`src/rtl/spdif_subframe_controller_if.sv`:
```
// Decoder-to-sink bundle of spdif_subframe_controller. Build option SPDIF_CHSTAT_EN adds
// the channel-status outputs cs_word and cs_valid.
interface spdif_subframe_controller_if;
   logic        bit_in;
   logic        bit_valid;
   logic        channel_in;
   logic [7:0]  frame_in;
   logic        dec_rst;
   logic [23:0] sample_l;
   logic [23:0] sample_r;
   logic        sample_valid;
   logic        sample_ready;
   logic        locked;
   logic [7:0]  parity_err_cnt;
   logic [7:0]  overrun_cnt;
`ifdef SPDIF_CHSTAT_EN
   logic [31:0] cs_word;
   logic        cs_valid;
`endif

   // master: the environment (decoder + sink); slave: the controller
   modport master (
      output bit_in, bit_valid, channel_in, frame_in, sample_ready,
      input  dec_rst, sample_l, sample_r, sample_valid, locked,
             parity_err_cnt, overrun_cnt
`ifdef SPDIF_CHSTAT_EN
      , input cs_word, cs_valid
`endif
   );

   modport slave (
      input  bit_in, bit_valid, channel_in, frame_in, sample_ready,
      output dec_rst, sample_l, sample_r, sample_valid, locked,
             parity_err_cnt, overrun_cnt
`ifdef SPDIF_CHSTAT_EN
      , output cs_word, cs_valid
`endif
   );
endinterface

```
`src/rtl/spdif_subframe_controller.sv`:
```
// S/PDIF subframe assembler, parity checker, stereo pairer, lock FSM and bit-gap watchdog.
// Build option SPDIF_CHSTAT_EN adds 32-bit channel-status capture (cs_word/cs_valid).
module spdif_subframe_controller #(
   parameter int unsigned TIMEOUT_CYCLES = 4096,
   parameter int unsigned LOCK_PAIRS     = 4,
   parameter int unsigned ERR_LIMIT      = 3
) (
   input logic                     clk,
   input logic                     rst,
   spdif_subframe_controller_if.slave bus
);
   localparam int unsigned WD_W = $clog2(TIMEOUT_CYCLES + 1);
   localparam int unsigned PC_W = $clog2(LOCK_PAIRS + 1);
   localparam int unsigned EC_W = $clog2(ERR_LIMIT + 1);
   localparam logic [WD_W-1:0] WD_LAST   = WD_W'(TIMEOUT_CYCLES - 1);
   localparam logic [PC_W-1:0] PAIR_LOCK = PC_W'(LOCK_PAIRS);
   localparam logic [EC_W-1:0] ERR_MAX   = EC_W'(ERR_LIMIT);

   typedef enum logic [1:0] {UNLOCKED, ACQUIRE, LOCKED} state_t;

   state_t          state_q, state_d;
   logic [4:0]      bit_cnt_q, bit_cnt_d;
   logic [27:0]     sf_q, sf_d;
   logic            chan_q, chan_d;
   logic            done_q, done_d;
   logic [WD_W-1:0] wd_q, wd_d;
   logic            wd_arm_q, wd_arm_d;
   logic            left_pend_q, left_pend_d;
   logic [23:0]     hold_l_q, hold_l_d;
   logic [PC_W-1:0] pair_cnt_q, pair_cnt_d;
   logic [EC_W-1:0] err_cnt_q, err_cnt_d;
   logic            dec_rst_q, dec_rst_d;
   logic [23:0]     sample_l_q, sample_l_d;
   logic [23:0]     sample_r_q, sample_r_d;
   logic            sample_valid_q, sample_valid_d;
   logic [7:0]      perr_q, perr_d;
   logic [7:0]      ovr_q, ovr_d;
`ifdef SPDIF_CHSTAT_EN
   logic [7:0]      frame_q, frame_d;
   logic [31:0]     cs_acc_q, cs_acc_d;
   logic [31:0]     cs_word_q, cs_word_d;
   logic            cs_valid_q, cs_valid_d;
   logic            cs_clean_q, cs_clean_d;
`endif

   logic timeout, frame_err, sub_ok, bad;

   assign timeout   = !bus.bit_valid && wd_arm_q && (wd_q == WD_LAST);
   assign frame_err = bus.bit_valid && (bit_cnt_q != '0) && (bus.channel_in != chan_q);
   assign sub_ok    = done_q && !(^sf_q);
   assign bad       = (done_q && (^sf_q)) || frame_err;

   always_comb begin
      state_d        = state_q;
      bit_cnt_d      = bit_cnt_q;
      sf_d           = sf_q;
      chan_d         = chan_q;
      done_d         = 1'b0;
      wd_d           = wd_q;
      wd_arm_d       = wd_arm_q;
      left_pend_d    = left_pend_q;
      hold_l_d       = hold_l_q;
      pair_cnt_d     = pair_cnt_q;
      err_cnt_d      = err_cnt_q;
      dec_rst_d      = 1'b0;
      sample_l_d     = sample_l_q;
      sample_r_d     = sample_r_q;
      sample_valid_d = sample_valid_q;
      perr_d         = perr_q;
      ovr_d          = ovr_q;
`ifdef SPDIF_CHSTAT_EN
      frame_d        = frame_q;
      cs_acc_d       = cs_acc_q;
      cs_word_d      = cs_word_q;
      cs_valid_d     = 1'b0;
      cs_clean_d     = cs_clean_q;
`endif

      // Watchdog stays disarmed until the first strobe, so an idle link pulses dec_rst only once
      if (bus.bit_valid) begin
         wd_d     = '0;
         wd_arm_d = 1'b1;
      end else if (wd_arm_q) begin
         wd_d = wd_q + 1'b1;
      end

      if (bus.bit_valid) begin
         if (bit_cnt_q == '0 || frame_err) begin
            sf_d[0]   = bus.bit_in;
            chan_d    = bus.channel_in;
`ifdef SPDIF_CHSTAT_EN
            frame_d   = bus.frame_in;
`endif
            bit_cnt_d = 5'd1;
         end else begin
            sf_d[bit_cnt_q] = bus.bit_in;
            if (bit_cnt_q == 5'd27) begin
               bit_cnt_d = '0;
               done_d    = 1'b1;
            end else begin
               bit_cnt_d = bit_cnt_q + 1'b1;
            end
         end
         if (state_q == UNLOCKED) state_d = ACQUIRE;
      end

      if (sample_valid_q && bus.sample_ready) sample_valid_d = 1'b0;

      if (timeout) begin
         dec_rst_d      = 1'b1;
         bit_cnt_d      = '0;
         done_d         = 1'b0;
         left_pend_d    = 1'b0;
         pair_cnt_d     = '0;
         err_cnt_d      = '0;
         sample_valid_d = 1'b0;
         state_d        = UNLOCKED;
         wd_d           = '0;
         wd_arm_d       = 1'b0;
`ifdef SPDIF_CHSTAT_EN
         cs_clean_d     = 1'b0;
`endif
      end else if (bad) begin
         if (perr_q != 8'hFF) perr_d = perr_q + 1'b1;
         if (err_cnt_q != ERR_MAX) err_cnt_d = err_cnt_q + 1'b1;
         left_pend_d = 1'b0;
         pair_cnt_d  = '0;
         if (state_q == LOCKED && err_cnt_d == ERR_MAX) state_d = ACQUIRE;
`ifdef SPDIF_CHSTAT_EN
         cs_clean_d  = 1'b0;
`endif
      end else if (sub_ok) begin
         if (!chan_q) begin
            hold_l_d    = sf_q[23:0];
            left_pend_d = 1'b1;
            err_cnt_d   = '0;
`ifdef SPDIF_CHSTAT_EN
            if (frame_q < 8'd32) cs_acc_d[frame_q[4:0]] = sf_q[26];
            if (frame_q == 8'd0) cs_clean_d = 1'b1;
            if (frame_q == 8'd191) begin
               cs_clean_d = 1'b0;
               if (cs_clean_q) begin
                  cs_word_d  = cs_acc_q;
                  cs_valid_d = 1'b1;
               end
            end
`endif
         end else if (left_pend_q) begin
            left_pend_d = 1'b0;
            if (pair_cnt_q != PAIR_LOCK) pair_cnt_d = pair_cnt_q + 1'b1;
            if (state_q == ACQUIRE && pair_cnt_d == PAIR_LOCK) state_d = LOCKED;
            if (state_q == LOCKED) begin
               if (!sample_valid_q || bus.sample_ready) begin
                  sample_l_d     = hold_l_q;
                  sample_r_d     = sf_q[23:0];
                  sample_valid_d = 1'b1;
               end else if (ovr_q != 8'hFF) begin
                  ovr_d = ovr_q + 1'b1;
               end
            end
         end
      end
   end

   always_ff @(posedge clk) begin
      if (rst) begin
         state_q        <= UNLOCKED;
         bit_cnt_q      <= '0;
         sf_q           <= '0;
         chan_q         <= 1'b0;
         done_q         <= 1'b0;
         wd_q           <= '0;
         wd_arm_q       <= 1'b0;
         left_pend_q    <= 1'b0;
         hold_l_q       <= '0;
         pair_cnt_q     <= '0;
         err_cnt_q      <= '0;
         dec_rst_q      <= 1'b0;
         sample_l_q     <= '0;
         sample_r_q     <= '0;
         sample_valid_q <= 1'b0;
         perr_q         <= '0;
         ovr_q          <= '0;
`ifdef SPDIF_CHSTAT_EN
         frame_q        <= '0;
         cs_acc_q       <= '0;
         cs_word_q      <= '0;
         cs_valid_q     <= 1'b0;
         cs_clean_q     <= 1'b0;
`endif
      end else begin
         state_q        <= state_d;
         bit_cnt_q      <= bit_cnt_d;
         sf_q           <= sf_d;
         chan_q         <= chan_d;
         done_q         <= done_d;
         wd_q           <= wd_d;
         wd_arm_q       <= wd_arm_d;
         left_pend_q    <= left_pend_d;
         hold_l_q       <= hold_l_d;
         pair_cnt_q     <= pair_cnt_d;
         err_cnt_q      <= err_cnt_d;
         dec_rst_q      <= dec_rst_d;
         sample_l_q     <= sample_l_d;
         sample_r_q     <= sample_r_d;
         sample_valid_q <= sample_valid_d;
         perr_q         <= perr_d;
         ovr_q          <= ovr_d;
`ifdef SPDIF_CHSTAT_EN
         frame_q        <= frame_d;
         cs_acc_q       <= cs_acc_d;
         cs_word_q      <= cs_word_d;
         cs_valid_q     <= cs_valid_d;
         cs_clean_q     <= cs_clean_d;
`endif
      end
   end

   assign bus.dec_rst        = dec_rst_q;
   assign bus.sample_l       = sample_l_q;
   assign bus.sample_r       = sample_r_q;
   assign bus.sample_valid   = sample_valid_q;
   assign bus.locked         = (state_q == LOCKED);
   assign bus.parity_err_cnt = perr_q;
   assign bus.overrun_cnt    = ovr_q;
`ifdef SPDIF_CHSTAT_EN
   assign bus.cs_word        = cs_word_q;
   assign bus.cs_valid       = cs_valid_q;
`endif
endmodule

```
`src/flat_wrapper.sv`:
```
// flat-port wrapper written by rule: the top's interface ports become plain ports
module spdif_subframe_controller_flat 
#(
   parameter int unsigned TIMEOUT_CYCLES = 4096,
   parameter int unsigned LOCK_PAIRS     = 4,
   parameter int unsigned ERR_LIMIT      = 3
)
  (clk, rst, bus_bit_in, bus_bit_valid, bus_channel_in, bus_frame_in, bus_sample_ready, bus_dec_rst, bus_sample_l, bus_sample_r, bus_sample_valid, bus_locked, bus_parity_err_cnt, bus_overrun_cnt);
  spdif_subframe_controller_if bus_i ();
  input logic clk;
  input logic rst;
  input wire logic [$bits(bus_i.bit_in)-1:0] bus_bit_in;
  input wire logic [$bits(bus_i.bit_valid)-1:0] bus_bit_valid;
  input wire logic [$bits(bus_i.channel_in)-1:0] bus_channel_in;
  input wire logic [$bits(bus_i.frame_in)-1:0] bus_frame_in;
  input wire logic [$bits(bus_i.sample_ready)-1:0] bus_sample_ready;
  output wire logic [$bits(bus_i.dec_rst)-1:0] bus_dec_rst;
  output wire logic [$bits(bus_i.sample_l)-1:0] bus_sample_l;
  output wire logic [$bits(bus_i.sample_r)-1:0] bus_sample_r;
  output wire logic [$bits(bus_i.sample_valid)-1:0] bus_sample_valid;
  output wire logic [$bits(bus_i.locked)-1:0] bus_locked;
  output wire logic [$bits(bus_i.parity_err_cnt)-1:0] bus_parity_err_cnt;
  output wire logic [$bits(bus_i.overrun_cnt)-1:0] bus_overrun_cnt;
  assign bus_i.bit_in = bus_bit_in;
  assign bus_i.bit_valid = bus_bit_valid;
  assign bus_i.channel_in = bus_channel_in;
  assign bus_i.frame_in = bus_frame_in;
  assign bus_i.sample_ready = bus_sample_ready;
  assign bus_dec_rst = bus_i.dec_rst;
  assign bus_sample_l = bus_i.sample_l;
  assign bus_sample_r = bus_i.sample_r;
  assign bus_sample_valid = bus_i.sample_valid;
  assign bus_locked = bus_i.locked;
  assign bus_parity_err_cnt = bus_i.parity_err_cnt;
  assign bus_overrun_cnt = bus_i.overrun_cnt;
  spdif_subframe_controller #(.TIMEOUT_CYCLES(TIMEOUT_CYCLES), .LOCK_PAIRS(LOCK_PAIRS), .ERR_LIMIT(ERR_LIMIT)) u_core (.clk(clk), .rst(rst), .bus(bus_i));
endmodule
```
`config.mk`:
```
export PLATFORM = sky130hd
export DESIGN_NAME = spdif_subframe_controller_flat
export DESIGN_NICKNAME = d
export VERILOG_FILES = /design/src/rtl/spdif_subframe_controller_if.sv /design/src/rtl/spdif_subframe_controller.sv /design/src/flat_wrapper.sv
export SDC_FILE = /design/constraint.sdc
export NUM_CORES = 1
export LEC_CHECK = 0
export BUFFER_PORTS_ARGS = -buffer_cell sky130_fd_sc_hd__buf_4
export CAP_MARGIN = 40
export CORE_ASPECT_RATIO = 0.8
export CORE_MARGIN = 8
export CORE_UTILIZATION = 45
export DETAILED_ROUTE_END_ITERATION = 8
export PLACE_DENSITY = 0.73
export SLEW_MARGIN = 25
export SYNTH_ARGS = -nofsm -noshare
export SYNTH_HDL_FRONTEND = slang
export SYNTH_SLANG_ARGS = --single-unit
```
`constraint.sdc`:
```
create_clock -name clk -period 5.8 [get_ports clk]
set_clock_uncertainty 0.1 [all_clocks]
set_input_delay 0 -clock clk [delete_from_list [all_inputs] [get_ports clk]]
set_output_delay 0 -clock clk [all_outputs]
set_load 0.02 [all_outputs]
```
==> results of run 1 <==
==> placed cells by master (no fill, tap or decap), types with 6 or more instances in the layout <==
cell | netlist | final
inv_1 | 11 | 11
nand2_1 | 59 | 59
o21ai_0 | 34 | 34
dlygate4sd3_1 | 0 | 7
dfxtp_1 | 147 | 147
or3_1 | 8 | 8
a21oi_1 | 41 | 41
clkbuf_16 | 0 | 17
nand4_1 | 10 | 10
buf_4 | 2 | 76
xnor2_1 | 28 | 28
mux2i_1 | 84 | 84
nand3_1 | 18 | 17
ha_1 | 9 | 9
nor2b_1 | 6 | 6
nor2_1 | 142 | 142
xor2_1 | 12 | 12
and3_1 | 7 | 7
==> logic make-up after synthesis <==
family                   after synthesis
AND/OR/NAND/NOR                      277
buffers and inverters                 49
AO/OA/AOI/OAI                         86
flip-flops                           147
XOR/XNOR                              45
multiplexers                          85
adder cells (fa/ha/maj)                9
==> sequential cells by signal (all words and copies together) (netlist names) <==
| register | count |
|---|---|
| u_core.bit_cnt_q | 5 |
| u_core.bus.dec_rst | 1 |
| u_core.bus.overrun_cnt | 8 |
| u_core.bus.parity_err_cnt | 8 |
| u_core.bus.sample_l | 24 |
| u_core.bus.sample_r | 24 |
| u_core.bus.sample_valid | 1 |
| u_core.chan_q | 1 |
| u_core.done_q | 1 |
| u_core.err_cnt_q | 2 |
| u_core.hold_l_q | 24 |
| u_core.left_pend_q | 1 |
| u_core.pair_cnt_q | 3 |
| u_core.sf_q | 28 |
| u_core.state_q | 2 |
| u_core.wd_arm_q | 1 |
| u_core.wd_q | 13 |
==> final cells by class <==
type	instances	area (um2)	area share (%)
sequential	147	2940	38.6
multi-input combinational	502	3120	40.9
timing repair buffer	85	668	8.75
clock buffer	17	425	5.57
clock inverter	14	211	2.77
inverter	11	41.3	0.541
tap	180	225	2.95
==> metrics by stage <==
stage,std cells,util [%],setup slack [ns],instance area (um2)
floorplan,698,-,3.24,6290
global placement,916,50.7,2.58,6900
detailed placement,916,50.7,2.50,6900
CTS,954,55.9,2.47,7600
global route,956,56.1,2.77,7630
finish,956,56.1,2.92,7630
==> critical path, delay by kind of cell (launching register included) <==
kind | cells | cell delay (ns)
AND/OR/NAND/NOR | 2 | 0.58
multiplexers | 1 | 0.23
flip-flops | 1 | 0.41
buffers and inverters | 1 | 0.28
XOR/XNOR | 4 | 1.12
==> layer usage <==
metal,part of all wire (%),vias to the layer above,global-route usage [%]
met1,45,2386,19.6
li1,-,2492,-
met5,0,-,0
met3,5.8,16,4.37
met2,48,132,25.5
met4,1.4,0,6.23
==> power by group <==
group / internal, mW / total, mW / leakage (nW) / switching, mW
Sequential: 1.01 / 1.02 / 1.19 / 0.00595
Combinational: 0.0204 / 0.0612 / 1.93 / 0.0409
Clock: 0.759 / 1.18 / 0.309 / 0.425
Total: 1.79 / 2.27 / 3.42 / 0.472
==> synthesized netlist by cell type, types with 3 or more instances <==
| cell | n | area [um2] |
|---|---|---|
| nand2b_1 | 4 | 25.0 |
| or3_1 | 8 | 50.1 |
| clkbuf_1 | 27 | 101 |
| nand2_1 | 59 | 221 |
| ha_1 | 9 | 113 |
| nand4_1 | 10 | 62.6 |
| nand3_1 | 18 | 90.1 |
| mux2i_1 | 84 | 841 |
| xnor2_1 | 28 | 245 |
| nor2_1 | 142 | 533 |
| dfxtp_1 | 147 | 2940 |
| nor3_1 | 5 | 25.0 |
| inv_1 | 11 | 41.3 |
| nor2b_1 | 6 | 37.5 |
| buf_2 | 5 | 25.0 |
| and2_1 | 3 | 18.8 |
| a21oi_1 | 41 | 205 |
| and4_1 | 3 | 26.3 |
| xor2_1 | 12 | 105 |
| o21ai_0 | 34 | 170 |
| and3_1 | 7 | 43.8 |
==> worst paths after layout <==
| kind | from | end | slack [ns] |
|---|---|---|---|
| worst max register to register | u_core.sf_q[12] | u_core.hold_l_q[13] | 2.92 |
| worst max-delay path | u_core.sf_q[12] | u_core.hold_l_q[13] | 2.92 |
| worst min-delay path | bus_bit_valid | u_core.wd_q[8] | 0.30 |
| worst min register to register | u_core.wd_q[12] | u_core.wd_q[12] | 0.36 |
==> repair_timing <==
action / in CTS / in global routing
hold endpoints to repair: 81 / 0
hold buffers: 7 / 0
resized for setup: 0 / 0
==> flow_summary_export.csv, run 1 <==
group,metric,value,unit
detailed_routing,routed_via_density,5.26,
cts,clk_pin_slew,0.06,ns
worst_setup_path,crit_path_max_incr_delay,0.53,ns
worst_setup_path,cp_max_fo,24,
detailed_routing,ant_nets,0,
status,outcome,"complete, no violations",
timing,setup_viol,0,
timing,hold_viol,0,
layout,drive_above_1_share,15.5,%
power,p_leak,3.42,nW
yosys,synth_compound_area_share,7.34,%
detailed_routing,firstDrtPassIters,5,
global_routing,grt_max_degree,74,
cts,clock-sinks,147,
floorplan,start_util,46.3,%
timing,slew_viol_final,0,
worst_setup_path,crit_type,"reg -> reg",
timing,slew_headroom,51.6,%
worst_setup_path,critPathRequiredTime,5.98,ns
min_path,holdPathStages,3,
yosys,synth_simple_gate_area_share,19.5,%
placement,place_congestion,0.811,
cts,postCtsSetupBuffers,0,
floorplan,ios,81,
power,powerDensity,297,nW/um2
yosys,async_flop_share,0,%
detailed_routing,vias,5026,
detailed_routing,drt_iter0_markers,273,
yosys,synth_xor_area_share,7.26,%
min_path,hold_path_class,"in -> reg",
yosys,synth_mux_area_share,13.5,%
yosys,synth_top_family_by_area,"simple AND/OR/NAND/NOR gates",
layout,area_growth,21.3,%
worst_setup_path,r2r_cells,8,
cts,htree_levels,4,
yosys,avgSynthCellArea,9.02,um2
worst_setup_path,critPathLaunchType,"register",
worst_setup_path,cpMaxStageDelayCell,"or4_1",
yosys,syn_nets,721,
detailed_routing,wire_per_inst,14.6,um
timing,whs,0.296,ns
run,cap_viol_max_count,0,
yosys,syn_inst,698,
floorplan,die_x,148,um
timing,fmax,347,MHz
cts,cts_tree,"built",
timing,min_period,2.88,ns
global_routing,grt_usage,15.7,%
power,vdd_drop_max,0.193,mV
yosys,synthFlopType,"dfxtp_1",
global_routing,antenna_found_initial,0,
floorplan,core-area,13600,um2
cts,cts_inserted_buffers,17,
floorplan,rows,38,
placement,post-dp-hpwl,9510,um
placement,io_buffers,72,
global_routing,grt_pass1_vias,4785,
detailed_routing,drcViolationCount,0,
worst_setup_path,worstPathArrival,3.06,ns
floorplan,die_y,122,um
yosys,synth_warnings,0,
layout,diodes,0,
cts,cts_buffer_depth,2,
global_routing,grt_pass1_wl,23300,um
yosys,ys_ff_latch,147,
yosys,synth_edf_count,0,
layout,fillers,1197,
floorplan,die_area,18000,um2
detailed_routing,postRouteWirelength,13900,um
power,totalPowerFinal,2.27,mW
worst_setup_path,path_cells,"xor2_1 -> xnor2_1 -> xnor2_2 -> xnor3_2 -> or4_1 -> buf_4 -> mux2i_1 -> nor2_1",
cts,clk_root_buffer_cell,"clkbuf_16",
yosys,syn-cell-area,6290,um2
global_routing,grt_overflow,0,
timing,worstMarginPinSlew,0.725,ns
timing,fin_crit_sh,49.7,%
timing,finalSetupTns,0,ns
yosys,synth.distinct_cells,47,
layout,nets,787,
yosys,synth-seq-area-share,46.8,%
cts,clk-insertion-delay-late,0.42,ns
yosys,synth_adder_area_share,1.79,%
timing,grt_setup_unrepaired,"no",
worst_setup_path,cp-end-kind,"register",
Note: power is estimated with default switching activity, not from simulation.
==> run 2: changes to the inputs <==
==> constraint.sdc (replaced) <==
create_clock -name clk -period 2.8 [get_ports clk]
set_clock_uncertainty 0.1 [all_clocks]
set_input_delay 0 -clock clk [delete_from_list [all_inputs] [get_ports clk]]
set_output_delay 0 -clock clk [all_outputs]
set_load 0.02 [all_outputs]
==> flow_summary_export.csv, run 2 (synthesis results as in run 1) <==
group,metric,value,unit
power,vdd_drop_max,0.458,mV
worst_setup_path,cp-endpoint,"u_core.hold_l_q[15]",
worst_setup_path,worstPathArrival,2.90,ns
timing,whs,0.292,ns
layout,layout_common_cells,"145 x dfxtp_1, 142 x nor2_1, 84 x mux2i_1",
placement,io_buffers,72,
worst_setup_path,cp-end-kind,"register",
cts,clk-insertion-delay-late,0.42,ns
worst_setup_path,critPathRequiredTime,2.99,ns
global_routing,grt_max_degree,82,
run,cap_viol_max_count,0,
detailed_routing,drt_iter0_markers,401,
placement,post-dp-hpwl,10000,um
cts,postCtsSetupBuffers,0,
layout,final_common_cell,"dfxtp_1",
worst_setup_path,r2r_setup_slack,0.1,ns
power,pwr-share-clk,51.5,%
worst_setup_path,r2r_start,"u_core.sf_q[0]",
floorplan,start_util,46.3,%
layout,diodes,0,
layout,regMostFlops,"u_core.sf_q",
cts,cts_tree,"built",
layout,fin_area,7730,um2
timing,worstMarginPinSlew,0.515,ns
placement,placed_area,7010,um2
floorplan,ios,81,
cts,htree_levels,4,
worst_setup_path,r2r_cells,8,
floorplan,die_y,122,um
timing,fin_crit_sh,96.6,%
detailed_routing,ant_nets,0,
global_routing,antenna_found_initial,0,
layout,largest_reg_flops,28,
floorplan,die_x,148,um
global_routing,grt_overflow,0,
detailed_routing,vias,5062,
timing,fmax,370,MHz
floorplan,die_area,18000,um2
worst_setup_path,r2r_end,"u_core.hold_l_q[15]",
worst_setup_path,crit_start,"u_core.sf_q[0]",
floorplan,rows,38,
timing,hold_viol,0,
timing,slew_viol_final,0,
layout,area_growth,22.9,%
detailed_routing,wire_per_inst,15.4,um
layout,post_layout_nonfiller_instances,965,
timing,setup_viol,0,
worst_setup_path,cp_max_fo,24,
detailed_routing,routed_via_density,5.25,
placement,place_congestion,0.833,
power,swShare,21.2,%
global_routing,grt_pass1_wl,25000,um
timing,slew_headroom,65.7,%
power,p_int,3.66,mW
worst_setup_path,critPathLaunchType,"register",
detailed_routing,firstDrtPassIters,5,
layout,drive_above_1_share,16.8,%
cts,clk_root_buffer_cell,"clkbuf_16",
cts,clk_pin_slew,0.06,ns
global_routing,grt_pass1_vias,5004,
timing,grt_setup_unrepaired,"no",
power,seq_power_share,45.5,%
floorplan,core-area,13600,um2
power,powerDensity,600,nW/um2
status,outcome,"complete, no violations",
cts,clock-sinks,147,
power,comb_power_share,3.0,%
layout,nets,795,
placement,dp_cells,926,
cts,cts_buffer_depth,2,
power,power.switching,982,uW
power,totalPowerFinal,4.64,mW
detailed_routing,postRouteWirelength,14800,um
cts,cts_inserted_buffers,17,
detailed_routing,drcViolationCount,0,
worst_setup_path,crit_type,"reg -> reg",
timing,finalSetupTns,0,ns
global_routing,grt_usage,17.0,%
layout,fillers,1168,
power,p_leak,3.46,nW
min_path,hold_path_class,"in -> reg",
timing,min_period,2.70,ns
## run 2: changes by cell type in the layout (fill, tap and decap cells not counted), moves of 2 or more
cell | previous run | this run
buf_4 | 76 | 83
clkinvlp_4 | 2 | 6
buf_12 | 1 | 3
clkinv_2 | 4 | 2
dfxtp_1 | 147 | 145
dfxtp_2 | 0 | 2
## run 2: power by group through the flow
stage	sequential, mW	clock, mW	combinational [mW]
after global routing	2.11	2.52	0.151
after detailed placement	2.16	0	0.122
after global placement	2.16	0	0.118
after CTS	2.11	2.43	0.130
final	2.11	2.39	0.137
after floorplan	2.15	0	0.0913
## run 2: how the worst min path moves through the flow
stage                    from                   endpoint  cells past startpoint
4_1_cts                   rst  u_core.bus.overrun_cnt[2]                      2
3_5_place_dp   bus_channel_in              u_core.chan_q                      3
5_1_grt                   rst             u_core.sf_q[3]                      3
2_1_floorplan  bus_channel_in              u_core.chan_q                      2
6_report                  rst             u_core.sf_q[3]                      3
3_3_place_gp   bus_channel_in              u_core.chan_q                      3
## run 2: timing repair
action,in CTS,in global routing
endpoints found under the setup margin,0,21
resized for setup,0,3
endpoints found under the hold margin,36,5
hold buffers,5,1
## run 2: area by class of cell
class,count,area [um2],area share (%)
Clock inverter,13,184,2.38
Timing Repair Buffer,93,771,9.96
Tap cell,180,225,2.91
Clock buffer,19,443,5.73
Sequential cell,147,2950,38.1
Multi-Input combinational cell,502,3130,40.4
Inverter,11,41.3,0.534
## run 2: critical path: stages (launching register included)
cell     delay, ns
dfxtp_1       0.41
xnor2_1       0.16
xnor2_1       0.15
xnor3_1       0.45
xnor3_2       0.25
or4_1         0.59
buf_12        0.20
mux2i_1       0.19
nor2_1        0.05
## run 2: per-layer routing
| metal | track usage [%] | vias up | routed length, um |
|---|---|---|---|
| li1 | - | 2522 | - |
| met1 | 21.3 | 2384 | 6840 |
| met2 | 27.4 | 133 | 6880 |
| met3 | 4.67 | 23 | 869 |
| met4 | 6.48 | 0 | 247 |
| met5 | 0 | - | 0 |
## run 2: stage by stage
step	worst slack (ns)	utilization, %
after global placement	0.128	51.6
after floorplan	0.236	-
after global routing	0.00516	56.9
after CTS	0.0593	56.5
after detailed placement	0.0866	51.6
final	0.0966	56.9
==> run 3: changes to the inputs <==
--- a/config.mk
+++ b/config.mk
@@ -7,11 +7,13 @@
 export LEC_CHECK = 0
 export BUFFER_PORTS_ARGS = -buffer_cell sky130_fd_sc_hd__buf_4
 export CAP_MARGIN = 40
+export CELL_PAD_IN_SITES_DETAIL_PLACEMENT = 0
+export CELL_PAD_IN_SITES_GLOBAL_PLACEMENT = 2
 export CORE_ASPECT_RATIO = 0.8
 export CORE_MARGIN = 8
-export CORE_UTILIZATION = 45
+export CORE_UTILIZATION = 35
 export DETAILED_ROUTE_END_ITERATION = 8
-export PLACE_DENSITY = 0.73
+export PLACE_DENSITY = 0.86
 export SLEW_MARGIN = 25
 export SYNTH_ARGS = -nofsm -noshare
 export SYNTH_HDL_FRONTEND = slang
==> flow_summary_export.csv, run 3 (synthesis results as in run 1) <==
group,metric,value,unit
status,outcome,"complete, no violations",
detailed_routing,firstDrtPassIters,7,
detailed_routing,postRouteWirelength,14800,um
cts,clk-insertion-delay-late,0.42,ns
floorplan,core-area,17900,um2
detailed_routing,drt_iter0_markers,344,
floorplan,die_area,22600,um2
timing,slew_viol_final,0,
layout,area_growth,23.8,%
placement,dpl_worst_slack,0.145,ns
placement,io_buffers,72,
worst_setup_path,cp_max_fo,24,
worst_setup_path,critPathTopFamily,"XOR/XNOR gates",
layout,fillers,1675,
worst_setup_path,critPathRequiredTime,2.98,ns
cts,cts_buffer_depth,2,
global_routing,grt_usage,13.5,%
worst_setup_path,path_buf_inv,1,
cts,htree_levels,4,
placement,place_congestion,0.788,
worst_setup_path,cpMaxStageDelayCell,"or4_1",
global_routing,grt_overflow,0,
worst_setup_path,path_cells,"xor2_1 -> xnor2_1 -> xnor2_2 -> xnor3_2 -> or4_1 -> buf_12 -> mux2i_1 -> nor2_1",
cts,postCtsSetupBuffers,0,
timing,finalSetupTns,0,ns
run,cap_viol_max_count,0,
timing,fin_crit_sh,94.7,%
timing,hold_viol,0,
cts,clock-sinks,147,
floorplan,rows,44,
floorplan,ios,81,
timing,whs,0.310,ns
layout,layout_common_cells,"147 x dfxtp_1, 142 x nor2_1, 96 x buf_4",
cts,cts_tree,"built",
global_routing,antenna_found_initial,0,
floorplan,die_x,166,um
layout,diodes,0,
min_path,hold_path_class,"in -> reg",
layout,regMostFlops,"u_core.sf_q",
worst_setup_path,r2r_setup_slack,0.15,ns
cts,clk_pin_slew,0.06,ns
worst_setup_path,crit_path_max_incr_delay,0.58,ns
timing,worstMarginPinSlew,0.509,ns
placement,dp_cells,988,
power,vdd_drop_max,0.318,mV
worst_setup_path,critPathLaunchType,"register",
power,powerDensity,565,nW/um2
floorplan,die_y,136,um
global_routing,grt_max_degree,78,
global_routing,grt_pass1_wl,24600,um
layout,nets,807,
detailed_routing,drcViolationCount,0,
placement,post-dp-hpwl,10500,um
timing,min_period,2.65,ns
timing,slew_headroom,66.0,%
layout,multiInputGateArea,3120,um2
timing,fmax,377,MHz
detailed_routing,routed_via_density,4.86,
worst_setup_path,crit_type,"reg -> reg",
timing,layout_setup_ws,0.149,ns
power,p_leak,3.51,nW
cts,cts_resized,0,
layout,post_layout_nonfiller_instances,1025,
timing,grt_setup_unrepaired,"no",
detailed_routing,wire_per_inst,14.4,um
detailed_routing,vias,4977,
layout,largest_reg_flops,28,
timing,setup_viol,0,
global_routing,grt_pass1_vias,4831,
worst_setup_path,cp-end-kind,"register",
detailed_routing,ant_nets,0,
floorplan,start_util,35.2,%
cts,cts_inserted_buffers,17,
layout,register_area,2940,um2
cts,clk_root_buffer_cell,"clkbuf_16",
worst_setup_path,worstPathArrival,2.83,ns
layout,final_common_cell,"dfxtp_1",
layout,drive_above_1_share,17.0,%
run 3: cell types whose count changed in the layout (fill, tap and decap cells not counted), sizes merged:
cell      change
clkbuf        +5
bufinv        -2
clkinv        +1
buf          +12
clkinvlp      -6
run 3: metrics by stage:
stage	total power, mW	instance area, um2	util [%]
floorplan	2.25	6290	-
global placement	2.28	7150	40.0
detailed placement	2.28	7150	40.0
CTS	4.45	7750	43.3
global route	4.56	7790	43.5
finish	4.40	7790	43.5
run 3: path summary, 6_finish.rpt:
| path | depth (start not counted) | end | start |
|---|---|---|---|
| setup / recovery | 8 | u_core.hold_l_q[8] | u_core.sf_q[12] |
| hold / removal | 3 | u_core.wd_q[8] | bus_bit_valid |
| setup reg to reg | 8 | u_core.hold_l_q[8] | u_core.sf_q[12] |
| hold reg to reg | 2 | u_core.wd_q[12] | u_core.wd_q[12] |
run 3: layout make-up:
cell class	instances	area share (%)
repair buffers	105	10.9
multi-input cells	502	40.0
inverters	11	0.530
clock buffers	24	6.06
clock inverters	6	1.03
flip-flops and latches	147	37.8
well taps	230	3.69
run 3: what timing repair did:
| item | in CTS | in global routing |
|---|---|---|
| endpoints found under the setup margin | 0 | 1 |
| hold endpoints to repair | 36 | 6 |
| hold buffers | 5 | 1 |
run 3: per-layer routing:
| layer | vias to the layer above | global-route usage [%] | share of wire (%) |
|---|---|---|---|
| met4 | 0 | 5.74 | 1.1 |
| met1 | 2343 | 17.7 | 52 |
| met5 | - | 0 | 0 |
| met3 | 14 | 3.77 | 3.7 |
| li1 | 2539 | - | - |
| met2 | 81 | 20.5 | 43 |
run 3: where the power goes:
part	internal, mW	total, mW	leakage [nW]	switching, mW
sequential	2.10	2.11	1.19	0.0118
combinational	0.0480	0.139	2.05	0.0909
clock	1.34	2.15	0.274	0.804
total	3.49	4.40	3.51	0.907
run 3: worst min-delay path, cell delays in order:
cell	delay [ns]
dlygate4sd3_1	0.52
buf_4	0.18
nor3_1	0.07
